===== src/rtl/unidad_de_control_param.sv =====
// Multicycle control unit for the CISC datapath: fetch, decode, ALU, load/store, jump/branch,
// memory-ready wait with timeout, and a HALT state carrying a sticky error flag.

module unidad_de_control_param #(
    parameter int ANCHO_INSTR = 16,
    parameter int ANCHO_DIR   = 3,
    parameter int ANCHO_FUN   = 4,
    parameter int ESPERA_MAX  = 15
) (
    input  logic                   Reloj,
    input  logic                   Reiniciar,
    input  logic [ANCHO_INSTR-1:0] Instruccion,
    input  logic                   StatusFlag,
    input  logic                   MemListo,
    input  logic                   Continuar,
    output logic                   CargaPC,
    output logic                   CargaIR,
    output logic                   CargaAR,
    output logic                   CargaStatus,
    output logic [1:0]             SelPC,
    output logic                   MemLee,
    output logic                   MemEscribe,
    output logic                   SelDir,
    output logic                   EscribeReg,
    output logic                   SelEscritura,
    output logic [ANCHO_DIR-1:0]   WriteAddress,
    output logic [ANCHO_DIR-1:0]   ReadAddressA,
    output logic [ANCHO_DIR-1:0]   ReadAddressB,
    output logic [ANCHO_FUN-1:0]   Fun,
    output logic                   Detenido,
    output logic                   Error
);

    localparam int POS_A = ANCHO_DIR;
    localparam int POS_D = 2 * ANCHO_DIR;
    localparam int POS_F = 3 * ANCHO_DIR;
    localparam int CNT_W = (ESPERA_MAX > 0) ? $clog2(ESPERA_MAX + 1) : 1;
    localparam logic [CNT_W-1:0] CNT_ULT = CNT_W'((ESPERA_MAX > 0) ? ESPERA_MAX - 1 : 0);

    typedef enum logic [3:0] {
        FETCH,
        CARGA_IR,
        DECODE,
        EJEC_ALU,
        DIR_MEM,
        ESPERA_MEM,
        ESCRIBE_MEM_REG,
        SALTO,
        HALT
    } estado_t;

    typedef enum logic [2:0] {
        C_ALU0   = 3'b000,
        C_ALU1   = 3'b001,
        C_LOAD   = 3'b010,
        C_STORE  = 3'b011,
        C_JUMP   = 3'b100,
        C_BRANCH = 3'b101,
        C_HALT   = 3'b110,
        C_ILEGAL = 3'b111
    } clase_t;

    estado_t              estado_q, estado_d;
    logic [CNT_W-1:0]     cnt_q, cnt_d;
    logic                 error_q, error_d;

    logic [ANCHO_DIR-1:0] campo_a, campo_b, campo_d;
    logic [ANCHO_FUN-1:0] campo_f;
    clase_t               clase;
    logic                 espera_vencida;
    logic                 salto_tomado;

    assign campo_b = Instruccion[ANCHO_DIR-1:0];
    assign campo_a = Instruccion[POS_A +: ANCHO_DIR];
    assign campo_d = Instruccion[POS_D +: ANCHO_DIR];
    assign campo_f = Instruccion[POS_F +: ANCHO_FUN];
    assign clase   = clase_t'(Instruccion[ANCHO_INSTR-1 -: 3]);

    // The wait that would bring the counter up to ESPERA_MAX is the last one allowed;
    // a MemListo arriving on that same cycle still wins.
    assign espera_vencida = (ESPERA_MAX != 0) && !MemListo && (cnt_q == CNT_ULT);
    assign salto_tomado   = (clase == C_JUMP) || (StatusFlag == campo_f[0]);

    always_ff @(posedge Reloj or negedge Reiniciar) begin
        if (!Reiniciar) begin
            estado_q <= FETCH;
            cnt_q    <= '0;
            error_q  <= 1'b0;
        end else begin
            estado_q <= estado_d;
            cnt_q    <= cnt_d;
            error_q  <= error_d;
        end
    end

    always_comb begin
        estado_d     = estado_q;
        cnt_d        = '0;
        error_d      = error_q;
        CargaPC      = 1'b0;
        CargaIR      = 1'b0;
        CargaAR      = 1'b0;
        CargaStatus  = 1'b0;
        SelPC        = 2'b00;
        MemLee       = 1'b0;
        MemEscribe   = 1'b0;
        SelDir       = 1'b0;
        EscribeReg   = 1'b0;
        SelEscritura = 1'b0;
        WriteAddress = '0;
        ReadAddressA = '0;
        ReadAddressB = '0;
        Fun          = '0;
        Detenido     = 1'b0;
        Error        = error_q;

        case (estado_q)
            FETCH: begin
                MemLee = 1'b1;
                if (MemListo) begin
                    estado_d = CARGA_IR;
                end else if (espera_vencida) begin
                    estado_d = HALT;
                    error_d  = 1'b1;
                end else begin
                    cnt_d = cnt_q + 1'b1;
                end
            end
            CARGA_IR: begin
                CargaIR  = 1'b1;
                CargaPC  = 1'b1;
                SelPC    = 2'b01;
                estado_d = DECODE;
            end
            DECODE: begin
                case (clase)
                    C_ALU0, C_ALU1:   estado_d = EJEC_ALU;
                    C_LOAD, C_STORE:  estado_d = DIR_MEM;
                    C_JUMP, C_BRANCH: estado_d = SALTO;
                    C_HALT:           estado_d = HALT;
                    default: begin
                        estado_d = HALT;
                        error_d  = 1'b1;
                    end
                endcase
            end
            EJEC_ALU: begin
                Fun          = campo_f;
                WriteAddress = campo_d;
                ReadAddressA = campo_a;
                ReadAddressB = campo_b;
                EscribeReg   = 1'b1;
                CargaStatus  = 1'b1;
                estado_d     = FETCH;
            end
            DIR_MEM: begin
                ReadAddressA = campo_a;
                Fun          = '1;
                CargaAR      = 1'b1;
                estado_d     = ESPERA_MEM;
            end
            ESPERA_MEM: begin
                SelDir = 1'b1;
                if (clase == C_STORE) begin
                    MemEscribe   = 1'b1;
                    ReadAddressB = campo_b;
                end else begin
                    MemLee = 1'b1;
                end
                if (MemListo) begin
                    estado_d = (clase == C_STORE) ? FETCH : ESCRIBE_MEM_REG;
                end else if (espera_vencida) begin
                    estado_d = HALT;
                    error_d  = 1'b1;
                end else begin
                    cnt_d = cnt_q + 1'b1;
                end
            end
            ESCRIBE_MEM_REG: begin
                EscribeReg   = 1'b1;
                SelEscritura = 1'b1;
                WriteAddress = campo_d;
                estado_d     = FETCH;
            end
            SALTO: begin
                ReadAddressA = campo_a;
                if (salto_tomado) begin
                    CargaPC = 1'b1;
                    SelPC   = 2'b10;
                end
                estado_d = FETCH;
            end
            HALT: begin
                Detenido = 1'b1;
                if (Continuar && !error_q) begin
                    estado_d = FETCH;
                end
            end
            default: estado_d = FETCH;
        endcase
    end

endmodule


===== config.mk =====
export PLATFORM = sky130hd
export DESIGN_NAME = unidad_de_control_param
export DESIGN_NICKNAME = d
export VERILOG_FILES = /design/src/rtl/unidad_de_control_param.sv
export SDC_FILE = /design/constraint.sdc
export NUM_CORES = 1
export LEC_CHECK = 0
export ABC_AREA = 0
export CAP_MARGIN = 20
export CORE_UTILIZATION = 41
export CTS_CLUSTER_SIZE = 16
export DETAILED_ROUTE_END_ITERATION = 10
export PLACE_DENSITY = 0.81
export SYNTH_ARGS = -nofsm -noshare
export SYNTH_HDL_FRONTEND = slang
export SYNTH_SLANG_ARGS = --single-unit

===== constraint.sdc =====
create_clock -name Reloj -period 2.9 [get_ports Reloj]
set_input_delay 0.29 -clock Reloj [delete_from_list [all_inputs] [get_ports Reloj]]
set_output_delay 0.29 -clock Reloj [all_outputs]
set_load 0.02 [all_outputs]

==> results.md, run 1 <==
* Yosys top cell area share at 0.2597
* Clock share of power at 0.086
* # H-tree levels at 1
* Routed len/inst at 11.70 um
* Relative slew slack at 0.5515
* Final setup fails at 0
* Setup crit end: Fun[0]
* Outcome: completed
* Pwr/cell area at roughly 800 nW/um^2
* Placer Congestion at 0.7467
* DR iter-0 viols at 18
* Combinational power share at 0.683
* Post-synthesis async set-or-reset flop share at 1.000
* CP cell instances: nand2b_1 > nor3_1 > a21o_1 > clkdlybuf4s50_1
* Row count at 16
* CTS max path bufs at 2
* HP Class: input port to asynchronous set/reset pin
* Main combinational cell family by area after synthesis: simple AND/OR/NAND/NOR gates
* P&R area growth vs syn at 52.53%
* Core area at 1982 um^2
* Worst EP required at 2610 ps
* Total power at ~1.1 mW
* Vias in the first global route at 670
* Fill cells at approximately 150
* CTS clk-pin slew, worst paths at 60 ps
* Mapped Avg Cell Area at ~8.9 um^2
* Crit path max fanout at 15
* Placed Cells at roughly 160
* # DRC at 0
* Grt total ovfl at 0
* Register share of total power at 0.231
* Largest net degree at the start of global routing at 19
* Final ANT Viol Nets at 0
* Vias at 870
* Synth Area in Compound Gates at 0.1457
* Leak at between 0.5 and 0.6 nW
* Die Area at between 2000 and 2500 um^2
* Switch Pwr at just under 0.5 mW
* Most frequent cells in the layout: clkdlybuf4s50_1, dfrtp_1, nor2_1, and2_1
* Mux contribution to synthesized area at 0.02597
* Slowest CP cell: dfrtp_1
* Peak supply drop at roughly 0.54 mV
* Critical path class: flop to primary output
* Initial Utilization at 0.4375
* Mapped Area at around 870 um^2
* Die Span X at 47.99 um
* Number of synthesized flops with an enable pin at 0
* RSZ-0062 raised after global routing: false
* Clock sink count at 9
* Crit-path max cell delay at just over 600 ps
* XOR/XNOR Fraction of Synth Area at 0.04040
* Net Count, Synth at roughly 120
* Worst-case reg-to-reg path depth at 3
* Chip height at roughly 48 um
* #FFs+latches synth at 9
* Design area at about 1300 um^2
* Final Skew at ~11 ps
* Antenna fix cells at 0
* Least-Margin Pin Slew at 667.7 ps
* Crit path launch type: flop
* Simple-Gate Fraction of Synth Area at 0.3506
* Sequential-to-total area share from yosys stat at 0.2597
* Port-buffer cells at 46
* Setup bufs post-CTS at 0
* Crit path time final at between 2000 and 3000 ps
* Area after DPL at roughly 1300 um^2
* Max cap viols at 0
* First-pass GRT wire length at between 2000 and 3000 um
* Avg Vias per Cell at just over 5
* Antenna violations before repair at 0
* Max Clock Freq at between 300 and 400 MHz
* Synth Area in Adders at 0.07215
* CTS tree: yes
* Internal at between 0.6 and 0.7 mW
* Arr. time, crit path at roughly 2300 ps
* Hold Vio Cnt, Final at 0
* Worst r2r src: estado_q[1]
* Top cells by area, synth: dfrtp_1, ha_1, and2_1, nor4b_1, buf_6
* Area leader, netlist: dfrtp_1
* Hpwl dp at about 1600 um
* CTS Hold Bufs at 0
* Fin Setup TNS at 0 ps
* Fin cells at between 150 and 200
* Reg2reg end: estado_q[1]
* Commonest non-fill, non-tap cell in the layout: clkdlybuf4s50_1
* Fin nets at 168
* Clock tree root buffer cell: clkbuf_4
* Flop-to-flop setup slack at 1200 ps
* Top FF cell, synth: dfrtp_1
* Layout cells sized above 1 at 0.08511
* Total Routed Length at about 2000 um
* Crit path from: estado_q[2]
* Warnings from Yosys at 0
* Final worst path period share at 0.9006
* Sw Share at 0.4452
* Final Slew Violations at 0
* I/O pins at 47
* All-Layer GR Usage at 0.1806
* Post-synth cell types at 38
* First-pass DRT Iterations at 4
* CTS resizes at 0
* Skew-Pair Late Insertion Delay at between 200 and 300 ps
* Critical path endpoint category: primary output
* Number of buffers created by CTS at 3
* Post-Syn Instances at 97
-- layout make-up --
class                           count  area, um^2  area share
Sequential cell                     9       225.2      0.1703
Timing Repair Buffer               47       467.9      0.3538
Inverter                            5       18.77     0.01419
Clock buffer                        4       26.28     0.01987
Tap cell                           27       33.78     0.02554
Multi-Input combinational cell     76       550.5      0.4163
-- metal layers --
| layer | wire (um) | GRT usage | vias to the layer above |
|---|---|---|---|
| li1 | - | - | 435 |
| met1 | 973 | 0.2690 | 410 |
| met2 | 893 | 0.2568 | 25 |
| met3 | 98 | 0.05660 | 0 |
| met4 | 0 | 0.03333 | 0 |
| met5 | 0 | 0 | - |
-- per-stage QoR --
| stage | util | hold WS (ps) | setup WS, ps |
|---|---|---|---|
| final | 0.6673 | 314.8 | 288.2 |
| after global routing | 0.6673 | 339.4 | 132.4 |
| after CTS | 0.6673 | 320.5 | 284.8 |
| after detailed placement | 0.6540 | 485.1 | 570.6 |
| after global placement | 0.6540 | 473.2 | 590.6 |
| after floorplan | - | -5.591 | 824.0 |
-- cell families after synthesis --
family,Yosys count
AOI/OAI and AO/OA,17
buffers and inverters,12
and+or+nand+nor,48
DFF,9
adders and majority gates,5
xor gates and xnor gates,4
muxes,2
-- flip-flops by register name, summed over array words and instances, names as in the netlist --
name      cells
Error         1
cnt_q         4
estado_q      4
-- how the worst min path moves through the flow --
stage	startpoint	to	slack, ps	depth (start not counted)
after floorplan	Reiniciar	Error	-6	0
after global routing	Reiniciar	cnt_q[2]	340	1
after CTS	Reiniciar	cnt_q[2]	320	1
after global placement	cnt_q[0]	cnt_q[0]	470	1
final	Reiniciar	cnt_q[2]	310	1
after detailed placement	cnt_q[0]	cnt_q[0]	490	1
-- power groups by stage --
| stage | combinational, mW | sequential (mW) | clock [mW] |
|---|---|---|---|
| after floorplan | 0.537 | 0.207 | 0 |
| after global placement | 0.741 | 0.249 | 0 |
| after detailed placement | 0.744 | 0.251 | 0 |
| after CTS | 0.748 | 0.248 | 0.0971 |
| after global routing | 0.814 | 0.262 | 0.103 |
| final | 0.743 | 0.251 | 0.0936 |
-- synth_stat cells, types with 2 or more instances --
| master | instances |
|---|---|
| nor2_1 | 8 |
| a21oi_1 | 2 |
| and2_1 | 6 |
| o211ai_1 | 2 |
| or2_2 | 2 |
| nor2b_1 | 3 |
| buf_6 | 3 |
| nand2b_1 | 2 |
| inv_1 | 5 |
| nand3b_1 | 3 |
| and4bb_2 | 2 |
| nand3_1 | 4 |
| dfrtp_1 | 9 |
| xnor2_1 | 3 |
| ha_1 | 5 |
| mux2_2 | 2 |
| nor3_1 | 3 |
| nand2_1 | 4 |
| nor4b_1 | 4 |
| clkbuf_8 | 2 |
| nor3b_1 | 3 |
| a21o_1 | 4 |
-- critical path: cells and delay by family, from the launching register on --
kind	cells	cell delay, ps
AND/OR/NAND/NOR	2	700
buffers and inverters	1	610
flip-flops	1	610
AO/OA/AOI/OAI	1	140
No activity file was read; power rests on OpenSTA's default activity.
==> run 2, diff against run 1 <==
- CORE_MARGIN: not set -> 3
==> run 2 against run 1 <==
Critical path depth unchanged; largest power group unchanged; final area did not move; die area up 17%.
==> results.md, run 2 (same netlist as run 1, synthesis figures left out) <==
* Least-Margin Pin Slew at 637.8 ps (was 667.7 ps)
* # DRC at 0 (unchanged)
* Routed len/inst at 12.88 um (was 11.70 um)
* First-pass DRT Iterations at 4 (unchanged)
* Antenna violations before repair at 0 (unchanged)
* # H-tree levels at 1 (unchanged)
* CTS max path bufs at 2 (unchanged)
* Placer Congestion at 0.7594 (was 0.7467)
* Arr. time, crit path at 2330 ps (was 2320 ps)
* All-Layer GR Usage at 0.1763 (was 0.1806)
* CTS resizes at 0 (unchanged)
* Final worst path period share at 0.9040 (was 0.9006)
* Met2 Use GR at 0.2469 (was 0.2568)
* Total Routed Length at 2163 um (was 1965 um)
* Setup bufs post-CTS at 0 (unchanged)
* Peak supply drop at 0.4995 mV (was 0.5352 mV)
* Initial Utilization at 0.4375 (unchanged)
* Layout cells sized above 1 at 0.08511 (unchanged)
* Fin nets at 168 (unchanged)
* Hpwl dp at 1737 um (was 1565 um)
* Vias at 843 (was 870)
* Critical path class: flop to primary output (unchanged)
* Worst EP required at 2610 ps (about the same)
* Sequential cell area at 225.2 um^2 (unchanged)
* Final ANT Viol Nets at 0 (unchanged)
* Finished Core Util at 0.6673 (unchanged)
* Avg Vias per Cell at 5.018 (was 5.179)
* Clock share of power at 0.091 (was 0.086)
* Sw Share at 0.4519 (was 0.4452)
* Leak at 0.5419 nW (unchanged)
* GR peak layer: met2 (was met1)
* HP Class: input port to asynchronous set/reset pin (unchanged)
* Hold Vio Cnt, Final at 0 (unchanged)
* Clock sink count at 9 (unchanged)
* I/O pins at 47 (unchanged)
* CTS Hold Bufs at 0 (unchanged)
* Fill cells at 160 (was 154)
* Total power at 1.101 mW (was 1.087 mW)
* Outcome: completed (unchanged)
* Die Span X at 51.99 um (was 47.99 um)
* RSZ-0062 raised after global routing: false (unchanged)
* Register share of total power at 0.229 (was 0.231)
* Commonest non-fill, non-tap cell in the layout: clkdlybuf4s50_1 (unchanged)
* Crit path time final at 2622 ps (was 2612 ps)
* Internal at 0.6033 mW (was 0.6031 mW)
* Final hold slack at 312.9 ps (was 314.8 ps)
* Crit path launch type: flop (unchanged)
* CTS tree: yes (unchanged)
* Pwr/cell area at 832.3 nW/um^2 (was 821.9 nW/um^2)
* Skew-Pair Late Insertion Delay at 270 ps (was 260 ps)
* Row count at 16 (unchanged)
* Vias in the first global route at 732 (was 670)
* Relative slew slack at 0.5715 (was 0.5515)
* Switch Pwr at 0.4974 mW (was 0.4839 mW)
* M1 GR Usage at 0.2333 (was 0.2690)
* Combinational power share at 0.680 (was 0.683)
* DR iter-0 viols at 13 (was 18)
* Grt total ovfl at 0 (unchanged)
* Die Area at 2702 um^2 (was 2303 um^2)
* P&R area growth vs syn at 52.53% (unchanged)
* Most frequent cells in the layout: clkdlybuf4s50_1, dfrtp_1, nor2_1, and2_1 (unchanged)
* CTS clk-pin slew, worst paths at 60 ps (about the same)
* Clock tree root buffer cell: clkbuf_4 (unchanged)
* Chip height at 51.99 um (was 47.99 um)
* Number of buffers created by CTS at 3 (unchanged)
* First-pass GRT wire length at 3443 um (was 2932 um)
* Met3 GRT Util at 0.04585 (was 0.05660)
* Area after DPL at 1296 um^2 (unchanged)
* Core area at 1982 um^2 (unchanged)
* Critical path endpoint category: primary output (unchanged)
* Max cap viols at 0 (unchanged)
* Multi-input gate area at 550.5 um^2 (unchanged)
* Final Slew Violations at 0 (unchanged)
* Antenna fix cells at 0 (unchanged)
* Final Skew at 0.8210 ps (was 11.28 ps)
* Final setup fails at 0 (unchanged)
* Max Clock Freq at 381.4 MHz (was 382.9 MHz)
* Largest net degree at the start of global routing at 19 (unchanged)
* Port-buffer cells at 46 (unchanged)
* Crit path max fanout at 15 (unchanged)
* Fin Setup TNS at 0 ps (unchanged)
* Design area at 1323 um^2 (unchanged)
-- run 2: final timing paths --
kind / start / to / slack, ps / cells after the start
setup / recovery: estado_q[2] / Fun[3] / 280 / 4
hold / removal: Reiniciar / cnt_q[3] / 310 / 1
setup reg to reg: estado_q[1] / estado_q[1] / 1230 / 3
hold reg to reg: cnt_q[0] / cnt_q[0] / 490 / 1
max in group asynchronous: Reiniciar / Error / 2310 / 1
min in group Reloj: cnt_q[0] / cnt_q[0] / 490 / 1
-- run 2: final cells by class --
| cell class | instances | share of cell area |
|---|---|---|
| clock buffers | 4 | 0.01987 |
| inverters | 5 | 0.01419 |
| multi-input cells | 76 | 0.4163 |
| flip-flops and latches | 9 | 0.1703 |
| well taps | 27 | 0.02554 |
| repair buffers | 47 | 0.3538 |
-- run 2: worst max-delay path, cell delays in order, from the launching register on --
cell	delay (ps)
dfrtp_1	620
nand2b_1	170
nor3_1	520
a21o_1	160
clkdlybuf4s50_1	600
-- run 2: metal layers --
layer  share of wire  vias to the layer above
met5               0                        -
met2            0.45                       24
met4           0.024                        0
li1                -                      432
met1            0.46                      382
met3           0.067                        5
-- run 2: power by group through the flow --
stage	Sequential, mW	Combinational (mW)	Clock (mW)
detailed placement	0.250	0.753	0
global placement	0.249	0.743	0
CTS	0.248	0.756	0.104
finish	0.252	0.749	0.100
global route	0.262	0.808	0.114
floorplan	0.207	0.537	0
-- run 2: stage by stage --
| step | cells | worst slack (ps) |
|---|---|---|
| after floorplan | 97 | 824.0 |
| after global placement | 164 | 592.8 |
| after detailed placement | 164 | 557.1 |
| after CTS | 168 | 268.8 |
| after global routing | 168 | 159.8 |
| final | 168 | 278.3 |
